File: src/rtl/stopwatch_display.sv
// Display-side consumer of the stopwatch time bus: periodically samples the centisecond
// count, converts it to MM:SS.cc by repeated subtraction and drives six active-low digits.
module stopwatch_display #(
    parameter int unsigned REFRESH    = 32'd500000,
    parameter bit          BLANK_LEAD = 1'b1
) (
    input  logic        clk,
    input  logic        rst,
    input  logic [18:0] time_in,
    input  logic        hold,
    output logic [6:0]  hex5,
    output logic [6:0]  hex4,
    output logic [6:0]  hex3,
    output logic [6:0]  hex2,
    output logic [6:0]  hex1,
    output logic [6:0]  hex0,
    output logic        upd,
    output logic        busy
);

    localparam logic [6:0] SegBlank = 7'b1111111;
    localparam logic [6:0] SegZero  = 7'b1000000;

    typedef enum logic [2:0] {
        StIdle,
        StWrap,
        StMin,
        StSec,
        StSplit,
        StDone
    } state_t;

    state_t          state_q, state_d;
    logic [31:0]     refresh_q;
    logic [18:0]     work_q, work_d;
    logic [6:0]      min_q, min_d;
    logic [6:0]      sec_q, sec_d;
    logic [6:0]      cs_q, cs_d;
    logic [5:0][3:0] dig_q, dig_d;
    logic [5:0][6:0] hex_q, hex_d;
    logic            upd_q, upd_d;
    logic            tick;
    logic [7:0]      min_bcd, sec_bcd, cs_bcd;

    // Tens and ones of a value in 0..99, packed as {tens, ones}.
    function automatic logic [7:0] split_bcd(input logic [6:0] v);
        logic [3:0] t;
        t = 4'd0;
        for (int i = 1; i < 10; i++) begin
            if (v >= 7'(i * 10)) t = 4'(i);
        end
        return {t, 4'(v - 7'(t * 10))};
    endfunction

    function automatic logic [6:0] seg(input logic [3:0] d);
        logic [6:0] s;
        case (d)
            4'd0:    s = 7'b1000000;
            4'd1:    s = 7'b1111001;
            4'd2:    s = 7'b0100100;
            4'd3:    s = 7'b0110000;
            4'd4:    s = 7'b0011001;
            4'd5:    s = 7'b0010010;
            4'd6:    s = 7'b0000010;
            4'd7:    s = 7'b1111000;
            4'd8:    s = 7'b0000000;
            4'd9:    s = 7'b0010000;
            default: s = SegBlank;
        endcase
        return s;
    endfunction

    assign tick    = (refresh_q == REFRESH - 1);
    assign min_bcd = split_bcd(min_q);
    assign sec_bcd = split_bcd(sec_q);
    assign cs_bcd  = split_bcd(cs_q);

    // Refresh counter free-runs independently of the conversion state.
    always_ff @(posedge clk or negedge rst) begin
        if (!rst) begin
            refresh_q <= 32'd0;
        end else if (tick) begin
            refresh_q <= 32'd0;
        end else begin
            refresh_q <= refresh_q + 32'd1;
        end
    end

    always_ff @(posedge clk or negedge rst) begin
        if (!rst) begin
            state_q  <= StIdle;
            work_q   <= 19'd0;
            min_q    <= 7'd0;
            sec_q    <= 7'd0;
            cs_q     <= 7'd0;
            dig_q    <= '0;
            hex_q[5] <= BLANK_LEAD ? SegBlank : SegZero;
            hex_q[4] <= SegZero;
            hex_q[3] <= SegZero;
            hex_q[2] <= SegZero;
            hex_q[1] <= SegZero;
            hex_q[0] <= SegZero;
            upd_q    <= 1'b0;
        end else begin
            state_q <= state_d;
            work_q  <= work_d;
            min_q   <= min_d;
            sec_q   <= sec_d;
            cs_q    <= cs_d;
            dig_q   <= dig_d;
            hex_q   <= hex_d;
            upd_q   <= upd_d;
        end
    end

    always_comb begin
        state_d = state_q;
        work_d  = work_q;
        min_d   = min_q;
        sec_d   = sec_q;
        cs_d    = cs_q;
        dig_d   = dig_q;
        hex_d   = hex_q;
        upd_d   = 1'b0;
        unique case (state_q)
            StIdle: begin
                if (tick && !hold) begin
                    work_d  = time_in;
                    state_d = StWrap;
                end
            end
            StWrap: begin
                // One hour never fits twice into a 19-bit count, so one subtraction suffices.
                if (work_q >= 19'd360000) work_d = work_q - 19'd360000;
                min_d   = 7'd0;
                state_d = StMin;
            end
            StMin: begin
                if (work_q >= 19'd6000) begin
                    work_d = work_q - 19'd6000;
                    min_d  = min_q + 7'd1;
                end else begin
                    sec_d   = 7'd0;
                    state_d = StSec;
                end
            end
            StSec: begin
                if (work_q >= 19'd100) begin
                    work_d = work_q - 19'd100;
                    sec_d  = sec_q + 7'd1;
                end else begin
                    cs_d    = work_q[6:0];
                    state_d = StSplit;
                end
            end
            StSplit: begin
                dig_d   = {min_bcd, sec_bcd, cs_bcd};
                state_d = StDone;
            end
            StDone: begin
                hex_d[5] = (BLANK_LEAD && dig_q[5] == 4'd0) ? SegBlank : seg(dig_q[5]);
                hex_d[4] = seg(dig_q[4]);
                hex_d[3] = seg(dig_q[3]);
                hex_d[2] = seg(dig_q[2]);
                hex_d[1] = seg(dig_q[1]);
                hex_d[0] = seg(dig_q[0]);
                upd_d    = 1'b1;
                state_d  = StIdle;
            end
            default: state_d = StIdle;
        endcase
    end

    assign hex5 = hex_q[5];
    assign hex4 = hex_q[4];
    assign hex3 = hex_q[3];
    assign hex2 = hex_q[2];
    assign hex1 = hex_q[1];
    assign hex0 = hex_q[0];
    assign upd  = upd_q;
    assign busy = (state_q != StIdle);

endmodule
File: config.mk
export PLATFORM = sky130hd
export DESIGN_NAME = stopwatch_display
export DESIGN_NICKNAME = d
export VERILOG_FILES = /design/src/rtl/stopwatch_display.sv
export SDC_FILE = /design/constraint.sdc
export NUM_CORES = 1
export LEC_CHECK = 0
export ABC_AREA = 1
export ABC_CLOCK_PERIOD_IN_PS = 2600
export CAP_MARGIN = 5
export CORE_MARGIN = 3
export CORE_UTILIZATION = 30
export DETAILED_ROUTE_END_ITERATION = 10
export GPL_TIMING_DRIVEN = 0
export PLACE_DENSITY = 0.46
export SETUP_SLACK_MARGIN = 0.3
export SLEW_MARGIN = 20
export SYNTH_ARGS = -nofsm -noshare
export SYNTH_HDL_FRONTEND = slang
export SYNTH_SLANG_ARGS = --single-unit
File: constraint.sdc
create_clock -name clk -period 2.6 [get_ports clk]
set_clock_uncertainty 0.1 [all_clocks]
set_input_delay 0.78 -clock clk [delete_from_list [all_inputs] [get_ports clk]]
set_output_delay 0.78 -clock clk [all_outputs]
set_load 0.02 [all_outputs]
Word level (Yosys, flattened, before mapping)
Memories as Yosys holds them, arrays and structs flattened. A register that Yosys moved wholly into a read port is not among the register bits. Index checks and enable logic that the tools add are counted.

Memories: 6. Input bits: 22. Bits in read-only memories: 672. Register bits after elaboration: 107.

Memories: (no name shown) (words 16, width 7, rd ports 1, clocked after memory_dff 0, write ports 0, RTL line 57) `case (d)`; (no name shown) (words 16, width 7, rd ports 1, clocked after memory_dff 1, write ports 0, RTL line 57); (no name shown) (words 16, width 7, rd ports 1, clocked after memory_dff 1, write ports 0, RTL line 57); (no name shown) (words 16, width 7, rd ports 1, clocked after memory_dff 1, write ports 0, RTL line 57); (no name shown) (words 16, width 7, rd ports 1, clocked after memory_dff 1, write ports 0, RTL line 57); (no name shown) (words 16, width 7, rd ports 1, clocked after memory_dff 1, write ports 0, RTL line 57).

Muxes and demuxes: 44. Reduce and logical (&&, ||, !) cells: 18. Bitwise gates (word level): 1. Equality and inequality tests: 12. $mul: 3. $lt $le $gt $ge: 30. Add/subtract/negate cells: 9.

Operators by type and width (number): $mux 4 (21); $mux 19 (4); $pmux 19 s4 (1); $ge 7x6->1 const B (9); $ge 7x7->1 const B (9); $ge 7x5->1 const B (6); $add 32x1->32 const B (1); $eq 32x19->1 const B (1); $mux 32 (1); $mux 7 (4); $pmux 7 s2 (2); $ge 7x4->1 const B (3); $ge 19x13->1 const B (1); $ge 19x19->1 const B (1); $ge 19x7->1 const B (1); $sub 19x13->19 const B (1); $sub 19x19->19 const B (1); $sub 19x7->19 const B (1); $pmux 3 s5 (1); $add 7x1->7 const B (2); $mul 4x3->3 const B (3); $mux 3 (4); $ne 2x2->1 const B (6); $sub 4x4->4 (3); other kinds (16) (30).

Logic depth before layout (Yosys ltp)
Depth in word-level cells: 12. Mapped depth: 21. Mapped depth without buffers: 21.

Worst setup path before layout
Ideal clock, no wire load.

Path type: register -> register. Start point: register sec_q[3]. End point: register dig_q[11] in the netlist's numbering. Path slack: -91 ps. Buffers on the path: 1. Data arrival time: 2474 ps. Cell stages (with the launch flop): 18. Data required time: 2382 ps. Path through: dfrtp_1 -> clkbuf_1 -> or2_2 -> nand2_1 -> o21ai_0 -> nand2_1 -> nand3_1 -> nand2_1 -> o21ai_0 -> nand2_1 -> nand2_1 -> ha_1 -> fa_1 -> xnor2_1 -> xor2_1 -> nand3b_1 -> nand3_1 -> nand2_1.

Cells in the longest elaborated chain, start to end: 12. Elaborated cells on any way between the ends: 20. Classes of those cells: 1 x add/sub; 1 x mul; 9 x order compare; 9 x mux.

RTL lines: start: declaration (RTL line 37) `logic [6:0] sec_q, sec_d;`; start signal: assignment (RTL line 94) `sec_q <= 7'd0;`; start signal: assignment (RTL line 108) `sec_q <= sec_d;`; $ge 7x4->1 (RTL line 50) `if (v >= 7'(i * 10)) t = 4'(i);`; $mux 1 (RTL line 50); $mux 4 (7 in a row) (RTL line 50); $mux 4 (*) (RTL line 50); net sec_bcd[4] (RTL line 43) `logic [7:0] min_bcd, sec_bcd, cs_bcd;`; $mul 4x3->3 (*) (RTL line 52) `return {t, 4'(v - 7'(t * 10))};`; $sub 4x4->4 (*) (RTL line 52); end signal: assignment (RTL line 110) `dig_q <= dig_d;`; end: declaration (RTL line 39) `logic [5:0][3:0] dig_q, dig_d;`.

Mark *: on every way through the listed nets, which the timed path passes. The rest lies on a longest branch. A chain may end at the register's enable or synchronous reset.

Worst setup path after layout
Start point: register sec_q[4]. End point: register dig_q[11] in the netlist's numbering.

Same word-level chain as after synthesis.

==> flow_metrics.env <==
export IMPL_post_dp_hpwl_um=18500
export IMPL_synth_most_common_cell="nand2_1"
export IMPL_cap_viol_max_count=0
export IMPL_yosys_mux_area_fraction=0
export IMPL_wl_per_cell_um=14.8
export IMPL_first_iter_violations=426
export IMPL_synth_simple_area_share=0.298
export IMPL_antennaDiodeCount=0
export IMPL_ys_flop_type="dfrtp_1"
export IMPL_synth_top_family_by_area="simple AND/OR/NAND/NOR gates"
export IMPL_synthesis_area_mm2=0.00923
export IMPL_arrival_ps=2870
export IMPL_rows=63
export IMPL_cp_data_required_time_ps=2810
export IMPL_worst_pin_slew_ps=670
export IMPL_vdd_ir_drop_max_uv=393
export IMPL_ant_nets=0
export IMPL_status="finished, violations left"
export IMPL_setup_slack_ps=-61.2
export IMPL_vias_per_cell=4.87
export IMPL_drive_gt1_frac=0.200
export IMPL_violations="negative setup slack"
export IMPL_fill_cells=3131
export IMPL_drc_errors=0
export IMPL_clk_path_buf_depth=2
export IMPL_cts_sinks=142
export IMPL_ff_latch_area_mm2=0.00358
export IMPL_synth_fa_ha_area_frac=0.0675
export IMPL_clkTransAtPathRegs_ps=70
export IMPL_synth_area_leader_cell="dfrtp_1"
export IMPL_htreeDepth=4
export IMPL_worst_path_max_fanout=6
export IMPL_synth_common_cells="294 x nand2_1, 144 x inv_1, 130 x dfrtp_1"
export IMPL_fmax_mhz=376
export IMPL_numCtsBuffers=17
export IMPL_dieHeight_um=181
export IMPL_port_buffers=65
export IMPL_worstHoldPathType="in2async"
export IMPL_max_flop_register="refresh_q"
export IMPL_clock_latency_ps=430
export IMPL_area_growth_pct=28.5
export IMPL_min_period_ps=2660
export IMPL_dieWidth_um=181
export IMPL_switching_power_w=0.00115
export IMPL_power_density_mw_per_mm2=408
export IMPL_drt_wl_total_um=25900
export IMPL_slew_headroom=0.553
export IMPL_core_mm2=0.0300
export IMPL_seq_area_frac_synth=0.387
export IMPL_start_util=0.308
export IMPL_grt_pass1_wl_um=41700
export IMPL_top_level_ports=66
export IMPL_synth_area_per_cell_um2=7.65
export IMPL_synth_compound_area_frac=0.136
export IMPL_cts_tree="built"
export IMPL_power_frac_clock=0.527
export IMPL_async_flop_share=1.00
export IMPL_multiInputGateArea_mm2=0.00525
export IMPL_die_area_mm2=0.0329
export IMPL_critical_path_class="reg2reg"
export IMPL_synthTopCellsByArea="dfrtp_1 35%, nand2_1 12%, ha_1 6.1%"
export IMPL_power_frac_comb=0.017
export IMPL_finalHoldViolCount=0
export IMPL_dr_pass1_iters=5
export IMPL_rsz0062_at_grt="yes"
export IMPL_end_kind="flop"
export IMPL_pre_cts_slack_ps=-207
export IMPL_p_int_w=0.00369
export IMPL_synthCells=1207
export IMPL_cts_root_buf="clkbuf_16"
export IMPL_grt_start_max_net_pins=90
export IMPL_timing_final_crit_share=1.02
export IMPL_synthesis_nets=1277
export IMPL_reg_top3="refresh_q (32), dig_q (24), work_q (19)"
export IMPL_synth_warnings=0
export IMPL_antenna_found_initial=0
export IMPL_track_usage=0.153
export IMPL_dp_cells=1663
export IMPL_vias=8509
export IMPL_p_leak_nw=5.81
export IMPL_synth_cell_types=49
export IMPL_grt_pass1_vias=8073
export IMPL_synth_edf_count=0
export IMPL_switching_share=0.237
export IMPL_power_w=0.00484
export IMPL_grt_ovfl_total=0
export IMPL_synth_seq_cells=142
export IMPL_largest_register_ffs=32
export IMPL_nNetsFinal=1414
export IMPL_synth_xor_area_share=0.0285
export IMPL_gp_congestion=0.857
export IMPL_startpoint_type="flop"
export IMPL_synth_top_area_share=0.353
export IMPL_fin_hold_ws_ps=145
export IMPL_ctsHoldBuffers=0
export IMPL_pwr_share_seq=0.456
export IMPL_final_core_util=0.396
export IMPL_stdcell_count=1747
export IMPL_maxSlewViolCount=0
export IMPL_setup_viol=1
## worst paths after layout
path                              to  startpoint  depth (start not counted)  slack, ps
setup / recovery           dig_q[11]    sec_q[4]                         18        -60
hold / removal               hex3[5]         rst                          1        140
hold reg to reg              hex1[4]     hex1[4]                          2        370
setup reg to reg           dig_q[11]    sec_q[4]                         18        -60
min in group clk             hex1[4]     hex1[4]                          2        370
max in group asynchronous    cs_q[3]         rst                          2       1410
## power groups by stage
stage          clock network (W)  registers (W)    logic [W]
2_1_floorplan                  0        0.00225  0.000000473
3_3_place_gp                   0        0.00225    0.0000828
3_5_place_dp                   0        0.00225    0.0000895
4_1_cts                  0.00264        0.00221    0.0000896
5_1_grt                  0.00274        0.00221    0.0000960
6_report                 0.00255        0.00221    0.0000827
## metal layers
layer | wire length (um) | GRT usage | part of all wire
met1 | 12600 | 0.214 | 0.49
met2 | 12100 | 0.249 | 0.47
met3 | 1000 | 0.0246 | 0.039
met4 | 224 | 0.0393 | 0.0086
met5 | 0 | 0 | 0
## cell type report
type	count	area share
clock inverter	14	0.0147
multi-input combinational	874	0.443
sequential	142	0.302
timing repair buffer	118	0.0952
inverter	159	0.0509
tap	390	0.0412
clock buffer	18	0.0362
buffer	32	0.0173
## timing repair
| action | 4_1_cts | 5_1_grt |
|---|---|---|
| pin swaps | 18 | 21 |
| setup endpoints to repair | 45 | 78 |
| resized for setup | 64 | 103 |
| cloned | 0 | 2 |
| buffers inserted | 27 | 23 |
## cells by family after synthesis
family                   Yosys count
buffers and inverters            191
XOR/XNOR                          30
flip-flops                       142
AND/OR/NAND/NOR                  592
AO/OA/AOI/OAI                    204
adder cells (fa/ha/maj)           48
## metrics by stage
stage | setup TNS [ps] | area, um^2
global route | -305 | 11900
floorplan | 0 | 9270
CTS | -27.3 | 11300
global placement | -779790 | 10400
detailed placement | -242 | 10400
finish | -61.2 | 11900
## cell usage in the layout, fill, tap and decap left out, types with 12 or more instances in the layout
| cell type | netlist | final |
|---|---|---|
| dfrtp_1 | 130 | 121 |
| nand2_1 | 294 | 259 |
| dfstp_2 | 12 | 12 |
| ha_1 | 45 | 38 |
| o21ai_0 | 82 | 74 |
| a2bb2oi_1 | 37 | 37 |
| xor2_1 | 23 | 22 |
| or2_2 | 17 | 16 |
| nand3_1 | 89 | 87 |
| inv_1 | 144 | 131 |
| dlygate4sd2_1 | 0 | 21 |
| a21oi_1 | 44 | 41 |
| o211ai_1 | 16 | 16 |
| dlymetal6s2s_1 | 0 | 19 |
| nor2_1 | 89 | 75 |
| clkdlybuf4s50_1 | 0 | 23 |
| nand2_2 | 5 | 35 |
| nor2_2 | 5 | 12 |
| clkbuf_16 | 0 | 18 |
| nor3_1 | 29 | 27 |
| inv_2 | 10 | 22 |
| nand4_1 | 28 | 28 |
| buf_4 | 3 | 50 |
## worst max-delay path, cell delays in order, from the launching register on
cell,delay [ps]
dfrtp_1,390
buf_8,140
nand2_4,60
nor2_2,40
nor3_1,170
o21ai_1,90
nand2_1,70
nand3_1,60
nand2_1,60
o21ai_1,70
nand2_1,100
nand2_2,80
ha_4,160
fa_2,350
xnor2_2,140
xor2_1,160
nand3b_1,150
nand3_1,80
nand2_1,60
No activity file was read; power rests on OpenSTA's default activity.
